--- config.mk ---
export PLATFORM = sky130hd
export DESIGN_NAME = regfile_2r1w
export DESIGN_NICKNAME = d
export VERILOG_FILES = /design/src/rtl/regfile_2r1w.sv
export SDC_FILE = /design/constraint.sdc
export NUM_CORES = 1
export LEC_CHECK = 0
export BUFFER_PORTS_ARGS = -buffer_cell sky130_fd_sc_hd__buf_2
export CAP_MARGIN = 20
export CORE_MARGIN = 3
export CORE_UTILIZATION = 54
export DETAILED_ROUTE_END_ITERATION = 7
export PLACE_DENSITY = 0.76
export SLEW_MARGIN = 20
export SYNTH_ARGS = -nofsm -noshare
export SYNTH_HDL_FRONTEND = slang
export SYNTH_SLANG_ARGS = --single-unit
--- constraint.sdc ---
create_clock -name clk -period 1.6 [get_ports clk]
set_input_delay 0.24 -clock clk [delete_from_list [all_inputs] [get_ports clk]]
set_output_delay 0.24 -clock clk [all_outputs]
set_load 0.02 [all_outputs]
--- src/rtl/regfile_2r1w.sv ---
// regfile_2r1w: NREGS x DATA_W register file with one write port, two
// registered read ports (write-first bypass) and per-register valid/busy bits.
module regfile_2r1w #(
  parameter int unsigned DATA_W  = 16,
  parameter int unsigned ADDR_W  = 3,
  parameter int unsigned ZERO_R0 = 0
) (
  input  logic                       clk,
  input  logic                       rst_n,
  input  logic                       write,
  input  logic [ADDR_W-1:0]          writenum,
  input  logic [DATA_W-1:0]          data_in,
  input  logic                       reserve,
  input  logic [ADDR_W-1:0]          resnum,
  input  logic [ADDR_W-1:0]          readnum_a,
  input  logic [ADDR_W-1:0]          readnum_b,
  output logic [DATA_W-1:0]          data_out_a,
  output logic [DATA_W-1:0]          data_out_b,
  output logic                       valid_a,
  output logic                       valid_b,
  output logic                       busy_a,
  output logic                       busy_b,
  output logic [(1 << ADDR_W)-1:0]   busy_mask
);

  localparam int unsigned NREGS = 1 << ADDR_W;

  logic [DATA_W-1:0] r_regs     [NREGS];
  logic [NREGS-1:0]  r_valid;
  logic [NREGS-1:0]  r_busy;

  logic [DATA_W-1:0] w_regs_nxt [NREGS];
  logic [NREGS-1:0]  w_valid_nxt;
  logic [NREGS-1:0]  w_busy_nxt;

  // Post-update state; reserve is applied after write so it wins on a tie.
  always_comb begin
    w_valid_nxt = r_valid;
    w_busy_nxt  = r_busy;
    for (int unsigned i = 0; i < NREGS; i++) begin
      w_regs_nxt[i] = r_regs[i];
      if (write && (writenum == ADDR_W'(i))) begin
        w_regs_nxt[i]  = data_in;
        w_valid_nxt[i] = 1'b1;
        w_busy_nxt[i]  = 1'b0;
      end
      if (reserve && (resnum == ADDR_W'(i))) begin
        w_busy_nxt[i] = 1'b1;
      end
    end
    if (ZERO_R0 != 0) begin
      w_regs_nxt[0]  = '0;
      w_valid_nxt[0] = 1'b1;
      w_busy_nxt[0]  = 1'b0;
    end
  end

  // Storage update and registered read ports sourced from post-update state.
  always_ff @(posedge clk) begin
    if (!rst_n) begin
      for (int unsigned i = 0; i < NREGS; i++) begin
        r_regs[i] <= '0;
      end
      r_valid    <= '0;
      r_busy     <= '0;
      data_out_a <= '0;
      data_out_b <= '0;
      valid_a    <= 1'b0;
      valid_b    <= 1'b0;
      busy_a     <= 1'b0;
      busy_b     <= 1'b0;
    end else begin
      for (int unsigned i = 0; i < NREGS; i++) begin
        r_regs[i] <= w_regs_nxt[i];
      end
      r_valid    <= w_valid_nxt;
      r_busy     <= w_busy_nxt;
      data_out_a <= w_regs_nxt[readnum_a];
      data_out_b <= w_regs_nxt[readnum_b];
      valid_a    <= w_valid_nxt[readnum_a];
      valid_b    <= w_valid_nxt[readnum_b];
      busy_a     <= w_busy_nxt[readnum_a];
      busy_b     <= w_busy_nxt[readnum_b];
    end
  end

  // Busy bits exposed directly from state for the stall logic.
  assign busy_mask = r_busy;

endmodule
* Word level (Yosys, flattened, before mapping)
Memory sizes are Yosys's and may differ from the RTL's. Cells that the tools add are included.
Operators by class: bitwise logic cells 10, eq/ne operators 14, magnitude comparators 4, reduce and logical (&&, ||, !) cells 18, multiplexer cells 56
Operator list (number):
- $mux 16 | 20
- $bmux 16 s3 | 2
- $mux 1 | 30
- $eq 3x3->1 const B | 8
- $logic_and 1x1->1 | 16
- $bmux 1 s3 | 4
- $eq 3x2->1 const B | 4
- $ge 4x4->1 const B | 2
- $lt 3x4->1 const B | 2
- $not 3->4 | 2
- $or 1x1->1 | 8
- $eq 3x1->1 const B | 2
- $logic_not 3->1 | 2
Word-level totals: output and inout bits 44, memories kept 1, RAM bits 128, bits of input ports 32, bits in registers 52, word-level logic and storage cells 111
Memory list:
- r_regs | words 8, width 16, rd ports 8, clocked after Yosys merged registers in 0, write ports 8, line 28 | logic [DATA_W-1:0] r_regs [NREGS];

* Longest topological paths before layout
Gate-level depths: netlist of run 1.
depth after elaboration 6, gate-level depth with buffers 8, depth with buffers taken out 5

* Least setup slack after synthesis of run 1
OpenSTA, ideal clock, no wires.
kind input to register, from input port writenum[0], to register busy_a, setup slack -90 ps, path buffers 1, library setup time 136 ps, cell stages on the path 6, arrival 1555 ps, required time 1464 ps, cells stage by stage or4b_1 -> buf_2 -> a22oi_1 -> mux2i_1 -> o221ai_1 -> o221ai_1
On the way: cells in the longest elaborated chain, start to end 6, elaborated cells on any way between the ends 34, those cells by class 7 x eq/ne; 18 x mux; 9 x reduce/logical
Ends and longest elaborated chain:
- start: declaration | line 11 | input logic [ADDR_W-1:0] writenum,
- $eq 3x1->1 (tied with other cells) | line 42 | if (write && (writenum == ADDR_W'(i))) begin
- $logic_and 1x1->1 | line 42
- $mux 1 | line 42
- $mux 1 | line 47 | if (reserve && (resnum == ADDR_W'(i))) begin
- $bmux 1 s3 (*) | line 82 | busy_a <= w_busy_nxt[readnum_a];
- $mux 1 (implied by the code) (*) | line 82
- end signal: assignment | line 82
- end: declaration | line 21 | output logic busy_a,
Every way passes the cells marked *; elsewhere a longest branch is shown, timed or not. The select of a mux whose other input is x is not followed. A chain may end at the register's enable or synchronous reset.

* Worst setup path after layout of run 1
from input port writenum[0], to register data_out_a[13]
On the way: cells in the longest elaborated chain, start to end 6, elaborated cells on any way between the ends 27, those cells by class 7 x eq/ne; 11 x mux; 9 x reduce/logical
Ends and longest elaborated chain:
- $eq 3x3->1 (tied with other cells) | line 42
- $logic_and 1x1->1 | line 42
- $mux 16 | line 42
- $bmux 16 s3 (*) | line 78 | data_out_a <= w_regs_nxt[readnum_a];
- $mux 16 (implied by the code) (*) (2 in a row) | line 78
- end signal: assignment | line 78
- end: declaration | line 17 | output logic [DATA_W-1:0] data_out_a,
Marked as above.

==> impl_metrics.yaml, run 1 <==
global_routing:
  grt_usage_pct: 34.8
  grt-ovfl-total: 0
  met1_usage_pct: 46.2
  top_usage_layer: "met2"
  use_met2_pct: 54.1
  grt_pass1_vias: 9439
  grt_pass1_wl_um: 50500
  antenna_found_initial: 0
  grt_start_max_net_pins: 53
  gr-usage-met3_pct: 8.55
floorplanning:
  die_h_um: 136
  coreArea_mm2: 0.0166
  num_io_pins: 76
  rows: 47
  start_util_pct: 55.3
  fp.dieW_um: 136
  die-area_mm2: 0.0186
synth:
  ys_seq_elements: 180
  synth-seq-area-share_pct: 39.3
  synthTopCellsByCount: "nand2_1, dfxtp_1, a21oi_1"
  avgSynthCellArea_um2: 7.86
  synthTopCellsByArea: "dfxtp_1, nand2_1, a21oi_1"
  syn-cell-area_mm2: 0.00917
  yosysWarnings: 0
  synth_top_area_share_pct: 39.3
  synth_most_common_cell: "nand2_1"
  synth_edf_count: 0
  synth_area_leader_cell: "dfxtp_1"
  netlist_instances: 1166
  synth_cell_types: 72
  synthArstFlopShare_pct: 0
  yosys_most_used_dff: "dfxtp_1"
  synth_nets: 1198
hold_path:
  min_path_type: "input pin to flop"
  hp-start: "data_in[9]"
  min_path_cells: 3
  hold_end: "r_regs[1][25]"
power:
  seqPwrFrac_pct: 42.5
  pwr-share-comb_pct: 15.6
  p_total_mw: 11.1
  internal_power_mw: 8.01
  power_density_mw_per_mm2: 977
  ir_worst_vdd_mv: 0.991
  power_switching_mw: 3.07
  cellLeakagePower_nw: 4.48
  p_clk_share_pct: 41.9
  swShare_pct: 27.7
timing:
  drv_slew: 0
  finalSetupViolCount: 0
  tightest_slew_ns: 0.594
  slew_headroom_pct: 60.4
  fmax_ghz: 0.639
  tns_ns: 0
  period_needed_ns: 1.57
  fin_skew_ns: 0.00907
  finalHoldViolations: 0
  rsz0062_at_grt: "false"
  finalCritPeriodShare_pct: 97.9
setup_path:
  worstPathRequired_ns: 1.92
  timing.rr.end: "data_out_a[13]"
  critical_path.cell_chain: "buf_2 > or4b_4 > buf_4 > mux2i_1 > a221oi_1 > o2111a_1"
  crit_path_top_delay_cell: "or4b_4"
  worstRegToRegCells: 4
  crit_path_start_kind: "input pin"
  cp_num_buf_inv: 2
  crit_type: "input pin to flop"
  worst_path_dominant_cell_family: "simple AND/OR/NAND/NOR gates"
  critPathArrivalTime_ns: 1.89
  crit_path_max_fanout: 5
  critical_path.max_stage_delay_ns: 0.61
  reg2reg_from: "r_regs[1][29]"
  reg2reg_slack_ns: 0.30
  critPathCaptureType: "flop"
place:
  routabilityCongestion: 0.995
  hpwlAfterDp_um: 22600
  io_buffers: 75
  dp.cells: 1516
  place_area_mm2: 0.0107
cells_and_area:
  drive_gt1_share_pct: 22.6
  final_cell_area_mm2: 0.0113
  area_growth_syn_to_layout_pct: 23.7
  multiInputGateArea_mm2: 0.00506
  antenna_cells: 0
  fin_nets: 1347
  seq_area_mm2: 0.00360
  final_core_util_pct: 68.4
  stdcell_count: 1548
  n_fill_cell: 1375
clocking:
  cts.sinks: 180
  clockBufferDepth: 2
  root_buffer: "clkbuf_16"
  cts_hold_buf: 0
  htree_num_levels: 4
  cts_setup_buffers: 0
  cts.clk_slew.worst_paths_ns: 0.07
  clock_latency_ns: 0.44
  tritoncts: "done"
  cts_buffers: 17
routing:
  drtPass1Iterations: 5
  ant_nets: 0
  via_per_inst: 6.53
  drc_errors: 0
  dr.first_iter.drc_count: 1369
  via_count: 10100
  wl_per_cell_um: 21.0
  wl_um: 32500
outcome:
  status: "finished clean"
flow_run:
  drv_cap: 0
[power groups by stage]
stage | sequential (mW) | clock (mW) | combinational [mW]
after floorplan | 4.87 | 0 | 0.901
after global placement | 4.81 | 0 | 1.63
after detailed placement | 4.81 | 0 | 1.66
after CTS | 4.71 | 4.64 | 1.68
after global routing | 4.72 | 4.82 | 1.83
final | 4.71 | 4.64 | 1.73
[sequential cells by signal (all words and copies together), names as in the netlist]
signal,flops
valid_b,1
data_out_a,16
r_valid,8
busy_a,1
data_out_b,16
busy_b,1
valid_a,1
r_regs,128
busy_mask,8
[through the flow]
stage	setup slack (ns)	hold slack (ns)
after detailed placement	-0.475	0.461
after floorplan	-0.00818	0.397
after global routing	0.00992	0.121
final	0.0340	0.121
after CTS	0.0552	0.107
after global placement	-0.419	0.450
[per-layer routing]
layer,up-vias,share of wire [%]
li1,4525,-
met1,4700,40
met2,754,45
met3,124,12
met4,0,3.5
met5,-,0
[logic make-up (layout without fill, tap and decap cells)]
| family | after synthesis | count (layout) | synth area share, % |
|---|---|---|---|
| flops | 180 | 180 | 39.3 |
| buf+inv | 121 | 283 | 5.79 |
| xor+xnor | 4 | 4 | 0.669 |
| compound gates | 362 | 362 | 26.4 |
| mux | 40 | 40 | 4.71 |
| simple gates | 459 | 459 | 23.1 |
[tightest hold or removal path, delay by kind of cell]
family	cells	cell delay [ns]
AOI/OAI and AO/OA	1	0.05
and+or+nand+nor	1	0.07
buffers and inverters	1	0.15
[repair_timing]
| action | CTS | global route |
|---|---|---|
| endpoints found under the setup margin | 3 | 3 |
| resized for setup | 1 | 3 |
| endpoints found under the hold margin | 0 | 0 |
[cell usage in the layout (no fill, tap or decap), types with 9 or more instances in the layout]
cell type,count
a31oi_1,13
nor2_1,95
a211oi_1,13
o22ai_1,44
buf_4,161
nand3_1,24
a32oi_1,15
nand2_1,242
dfxtp_1,180
a21oi_1,112
mux2i_1,34
buf_2,75
o22a_1,17
nor3_1,27
o31ai_1,9
clkbuf_16,17
o21ai_0,42
and3_1,10
o221ai_1,19
[area by class of cell]
cell class	instances	area share, %
clock inverters	13	1.71
multi-input cells	865	44.6
flip-flops and latches	180	31.8
well taps	220	2.43
clock buffers	19	3.99
repair buffers	243	15.2
inverters	8	0.287
[how the worst max path moves through the flow]
stage	to	slack, ns	start	depth (start not counted)
after detailed placement	data_out_a[13]	-0.47	writenum[0]	6
after global placement	data_out_a[13]	-0.42	writenum[0]	6
final	data_out_a[13]	0.03	writenum[0]	6
after floorplan	busy_a	-0.008	writenum[0]	6
after global routing	data_out_a[15]	0.01	writenum[2]	9
after CTS	busy_b	0.06	writenum[0]	7
Power figures use the tool's default switching activity.
==> inputs of run 2 (changes only) <==
--- a/config.mk
+++ b/config.mk
@@ -10,6 +10,7 @@
 export CORE_MARGIN = 3
 export CORE_UTILIZATION = 54
 export DETAILED_ROUTE_END_ITERATION = 7
+export HOLD_SLACK_MARGIN = 0.15
 export PLACE_DENSITY = 0.76
 export SLEW_MARGIN = 20
 export SYNTH_ARGS = -nofsm -noshare
==> run 2 against run 1 <==
Effect of this change:
- combinational power about the same
- die area did not move
- clock skew increased by 0.00088 ns
- maximum frequency rose by 0.74%
- register-to-register slack about the same
- hold slack better by 0.050 ns
- wire length rose by 0.17%
- setup slack better by 0.011 ns
- design area increased by 0.16%
- critical endpoint unchanged
- highest routed layer unchanged
==> impl_metrics.yaml, run 2 (synthesized netlist as in run 1, its figures left out) <==
outcome:
  status: "finished clean"
cells_and_area:
  largest_reg_flops: 128
  layout_common_cells: "nand2_1, dfxtp_1, buf_4"
  stdcell_count: 1550
  area_growth_syn_to_layout_pct: 23.9
  drive_gt1_share_pct: 22.6
  antenna_cells: 0
  final_core_util_pct: 68.5
  fin_nets: 1349
  layout_commonest_cell: "nand2_1"
  top_register: "r_regs"
  largestRegisters: "r_regs: 128 flops, data_out_a: 16 flops, data_out_b: 16 flops"
power:
  internal_power_mw: 8.01
  swShare_pct: 27.7
  seqPwrFrac_pct: 42.5
  power_switching_mw: 3.07
  power_density_mw_per_mm2: 976
  p_clk_share_pct: 41.9
  cellLeakagePower_nw: 4.49
  ir_worst_vdd_mv: 0.990
  pwr-share-comb_pct: 15.6
  p_total_mw: 11.1
floorplanning:
  start_util_pct: 55.3
  rows: 47
  num_io_pins: 76
  coreArea_mm2: 0.0166
  die-area_mm2: 0.0186
  die_h_um: 136
  fp.dieW_um: 136
hold_path:
  min_path_cells: 3
  min_path_type: "input pin to flop"
setup_path:
  worst_path_dominant_cell_family: "compound AO/OA/AOI/OAI gates"
  worstPathRequired_ns: 1.92
  critPathArrivalTime_ns: 1.88
  critical_path.max_stage_delay_ns: 0.30
  path_common_cell: "buf_4"
  crit_type: "input pin to flop"
  crit_path_max_fanout: 9
  crit_path_top_delay_cell: "o2111ai_1"
  cp_num_buf_inv: 3
  critical_path.cell_chain: "buf_2 > buf_4 > xnor2_4 > buf_4 > nand2_1 > o2111ai_1 > o311ai_1 > o2111a_1"
  critPathCaptureType: "flop"
  cp.depth: 8
  worstRegToRegCells: 4
  crit_path_start_kind: "input pin"
clocking:
  cts.clk_slew.worst_paths_ns: 0.07
  cts_buffers: 17
  root_buffer: "clkbuf_16"
  htree_num_levels: 4
  cts_setup_buffers: 0
  cts.sinks: 180
  clockBufferDepth: 2
  tritoncts: "done"
  clock_latency_ns: 0.44
routing:
  via_count: 10100
  drc_errors: 0
  wl_per_cell_um: 21.0
  drtPass1Iterations: 6
  dr.first_iter.drc_count: 1468
  via_per_inst: 6.52
  ant_nets: 0
  wl_um: 32600
timing:
  finalHoldViolations: 0
  fin_skew_ns: 0.00995
  rsz0062_at_grt: "false"
  fmax_ghz: 0.643
  tns_ns: 0
  holdWs_ns: 0.171
  tightest_slew_ns: 0.592
  period_needed_ns: 1.55
  finalCritPeriodShare_pct: 97.2
  finalSetupViolCount: 0
  slew_headroom_pct: 60.6
  drv_slew: 0
place:
  dp.cells: 1516
  hpwlAfterDp_um: 22600
  routabilityCongestion: 0.995
  io_buffers: 75
global_routing:
  antenna_found_initial: 0
  grt_start_max_net_pins: 53
  grt_usage_pct: 34.8
  grt_pass1_vias: 9443
  grt-ovfl-total: 0
  grt_pass1_wl_um: 50500
flow_run:
  drv_cap: 0
## run 2: cell types whose count changed in the layout (fill, tap and decap cells not counted)
cell           delta
mux2i_1           +1
nor2_2            +1
nor2_1            -1
mux2i_2           -1
dlygate4sd3_1     +2
## run 2: worst register-to-register path: stages, from the launching register on
cell and delay, ns:
dfxtp_1 0.33, or3_1 0.37, o2111ai_1 0.12, o311ai_1 0.19, o2111a_1 0.18
## run 2: power groups by stage
stage / combinational [mW] / sequential (mW) / clock, mW
2_1_floorplan: 0.901 / 4.87 / 0
3_3_place_gp: 1.63 / 4.81 / 0
3_5_place_dp: 1.66 / 4.81 / 0
4_1_cts: 1.68 / 4.71 / 4.64
5_1_grt: 1.83 / 4.72 / 4.82
6_report: 1.73 / 4.71 / 4.64
## run 2: area by class of cell
type | instances | area (um^2)
inverter | 8 | 32.5
fill | 1378 | 5230
clock buffer | 19 | 453
sequential | 180 | 3600
multi-input combinational | 865 | 5050
timing repair buffer | 245 | 1740
tap | 220 | 275
clock inverter | 13 | 194
## run 2: what timing repair did
item,CTS,global route
setup endpoints to repair,3,9
hold buffers,2,0
endpoints found under the hold margin,4,0
gates resized for setup,1,3
## run 2: worst paths after layout
check	start	slack (ns)	endpoint
min reg2reg	r_regs[0][35]	0.47	r_regs[0][35]
max	writenum[1]	0.05	data_out_a[13]
min	data_in[3]	0.17	r_regs[0][19]
max reg2reg	r_regs[1][29]	0.29	data_out_a[13]
## run 2: metal layers
layer | share of wire, % | GRT usage (%) | vias to the layer above
met4 | 3.8 | 14.7 | 0
li1 | - | - | 4526
met3 | 11 | 8.66 | 131
met5 | 0 | 0 | -
met2 | 45 | 54.1 | 731
met1 | 40 | 46.1 | 4720
## run 2: through the flow
stage | setup WS, ns | cell area [um^2]
after detailed placement | -0.475 | 10700
after global routing | 0.000335 | 11400
after global placement | -0.419 | 10700
after CTS | 0.0426 | 11300
final | 0.0454 | 11400
after floorplan | -0.00818 | 9210
==> inputs of run 3 (changes only) <==
--- a/config.mk
+++ b/config.mk
@@ -12,6 +12,7 @@
 export DETAILED_ROUTE_END_ITERATION = 7
 export HOLD_SLACK_MARGIN = 0.15
 export PLACE_DENSITY = 0.76
+export REMOVE_ABC_BUFFERS = 1
 export SLEW_MARGIN = 20
 export SYNTH_ARGS = -nofsm -noshare
 export SYNTH_HDL_FRONTEND = slang
==> run 3 against run 2 <==
Effect of this change:
- via count is 0.70% lower
- register-to-register slack better by 0.02 ns
- sequential power about the same
- combinational power barely moved
- global-route usage fell by 0.21 points
- core utilization rose by 0.35 points
- sequential cell count is the same
- design area up 0.51%
==> impl_metrics.yaml, run 3 (synthesized netlist as in run 1, its figures left out) <==
cells_and_area:
  largestRegisters: "r_regs: 128 flops, data_out_a: 16 flops, data_out_b: 16 flops"
  stdcell_count: 1548
  top_register: "r_regs"
  n_fill_cell: 1392
  layout_commonest_cell: "nand2_1"
  fin_nets: 1348
  area_growth_syn_to_layout_pct: 24.5
  multiInputGateArea_mm2: 0.00509
  layout_common_cells: "nand2_1, dfxtp_1, buf_4"
  seq_area_mm2: 0.00360
  drive_gt1_share_pct: 23.0
  largest_reg_flops: 128
  antenna_cells: 0
routing:
  drc_errors: 0
  drtPass1Iterations: 6
  via_per_inst: 6.48
  ant_nets: 0
  wl_um: 32300
  dr.first_iter.drc_count: 1482
  wl_per_cell_um: 20.8
  via_count: 10000
timing:
  fin_skew_ns: 0.0110
  rsz0062_at_grt: "true"
  drv_slew: 0
  slew_headroom_pct: 55.1
  fmax_ghz: 0.643
  finalSetupViolCount: 0
  finalHoldViolations: 0
  tightest_slew_ns: 0.674
  period_needed_ns: 1.56
  finalCritPeriodShare_pct: 97.2
setup_path:
  critPathCaptureType: "flop"
  critPathArrivalTime_ns: 1.88
  cp_num_buf_inv: 4
  worst_path_dominant_cell_family: "buffers and inverters"
  crit_type: "input pin to flop"
  critical_path.max_stage_delay_ns: 0.36
  path_common_cell: "buf_4"
  crit_path_start_kind: "input pin"
  reg2reg_slack_ns: 0.31
  worstPathRequired_ns: 1.92
  crit_path_top_delay_cell: "nor4b_4"
  critical_path.cell_chain: "buf_2 > buf_4 > buf_4 > nor4b_4 > buf_6 > nor2_1 > a32o_1 > o221ai_2 > a31oi_1"
  crit_path_max_fanout: 9
clocking:
  htree_num_levels: 4
  cts_hold_buf: 0
  cts.clk_slew.worst_paths_ns: 0.07
  clockBufferDepth: 2
  root_buffer: "clkbuf_16"
  cts_buffers: 17
  tritoncts: "done"
  clock_latency_ns: 0.44
  cts.sinks: 180
  cts_setup_buffers: 0
place:
  routabilityCongestion: 0.974
  dp.cells: 1517
  hpwlAfterDp_um: 22300
  io_buffers: 75
power:
  cellLeakagePower_nw: 4.51
  pwr-share-comb_pct: 15.9
  power_switching_mw: 3.01
  internal_power_mw: 8.05
  p_clk_share_pct: 41.6
  power_density_mw_per_mm2: 969
  seqPwrFrac_pct: 42.6
  p_total_mw: 11.1
  ir_worst_vdd_mv: 0.850
  swShare_pct: 27.2
global_routing:
  grt-ovfl-total: 0
  antenna_found_initial: 0
  grt_pass1_wl_um: 50500
  use_met2_pct: 52.0
  met1_usage_pct: 46.9
  grt_usage_pct: 34.6
  grt_pass1_vias: 9454
  top_usage_layer: "met2"
  gr-usage-met3_pct: 7.40
  grt_start_max_net_pins: 61
flow_run:
  drv_cap: 0
floorplanning:
  start_util_pct: 55.3
  fp.dieW_um: 136
  die-area_mm2: 0.0186
  die_h_um: 136
  num_io_pins: 76
  coreArea_mm2: 0.0166
  rows: 47
hold_path:
  min_path_type: "input pin to flop"
outcome:
  status: "finished clean"
==> run 3: changes by cell type in the layout (fill, tap and decap cells not counted), moves of 2 or more <==
cell,delta
inv_6,-3
mux2i_1,-2
clkinv_4,+2
dlygate4sd3_1,-2
clkinvlp_4,-2
buf_4,-4
buf_6,+3
buf_12,+2
==> run 3: worst paths after layout <==
path | startpoint | endpoint | cells after the start
worst max-delay path | write | data_out_a[6] | 9
worst min-delay path | data_in[10] | r_regs[1][58] | 3
worst max register to register | r_regs[1][15] | data_out_b[15] | 4
worst min register to register | r_regs[0][36] | r_regs[0][36] | 2
==> run 3: final cells by class <==
type                       instances  share of cell area [%]
clock buffer                      20                    4.09
clock inverter                    11                    1.53
inverter                           8                   0.285
multi-input combinational        865                    44.6
sequential                       180                    31.6
tap                              220                    2.41
timing repair buffer             244                    15.5
==> run 3: per-layer routing <==
| layer | vias up | part of all wire (%) |
|---|---|---|
| li1 | 4521 | - |
| met4 | 0 | 4.2 |
| met5 | - | 0 |
| met3 | 134 | 11 |
| met2 | 702 | 45 |
| met1 | 4680 | 40 |
==> run 3: repair_timing <==
item,CTS,global route
pin swaps,0,1
resized for setup,1,14
gates cloned,0,0
endpoints found under the setup margin,1,11
endpoints found under the hold margin,0,0
==> run 3: through the flow <==
step / utilization (%) / hold slack [ns] / cell area, um^2 / setup slack (ns) / setup TNS, ns
2_1_floorplan: - / 0.341 / 8670 / -0.714 / -16.87
5_1_grt: 68.8 / 0.184 / 11400 / -0.0372 / -0.112
4_1_cts: 68.4 / 0.157 / 11400 / 0.0128 / 0
6_report: 68.8 / 0.171 / 11400 / 0.0443 / 0
3_3_place_gp: 64.5 / 0.448 / 10700 / -0.465 / -12.33
3_5_place_dp: 64.5 / 0.460 / 10700 / -0.484 / -13.87
==> run 3: tightest hold or removal path: cells and delay by family <==
family                 cells  cell delay [ns]
AO/OA/AOI/OAI              1             0.05
buffers and inverters      1             0.19
AND/OR/NAND/NOR            1             0.09
==> run 3: power by group through the flow <==
| stage | Combinational (mW) | Clock [mW] | Sequential, mW |
|---|---|---|---|
| CTS | 1.69 | 4.60 | 4.70 |
| global route | 1.86 | 4.80 | 4.72 |
| floorplan | 0.697 | 0 | 4.87 |
| global placement | 1.64 | 0 | 4.80 |
| finish | 1.75 | 4.60 | 4.71 |
| detailed placement | 1.67 | 0 | 4.80 |
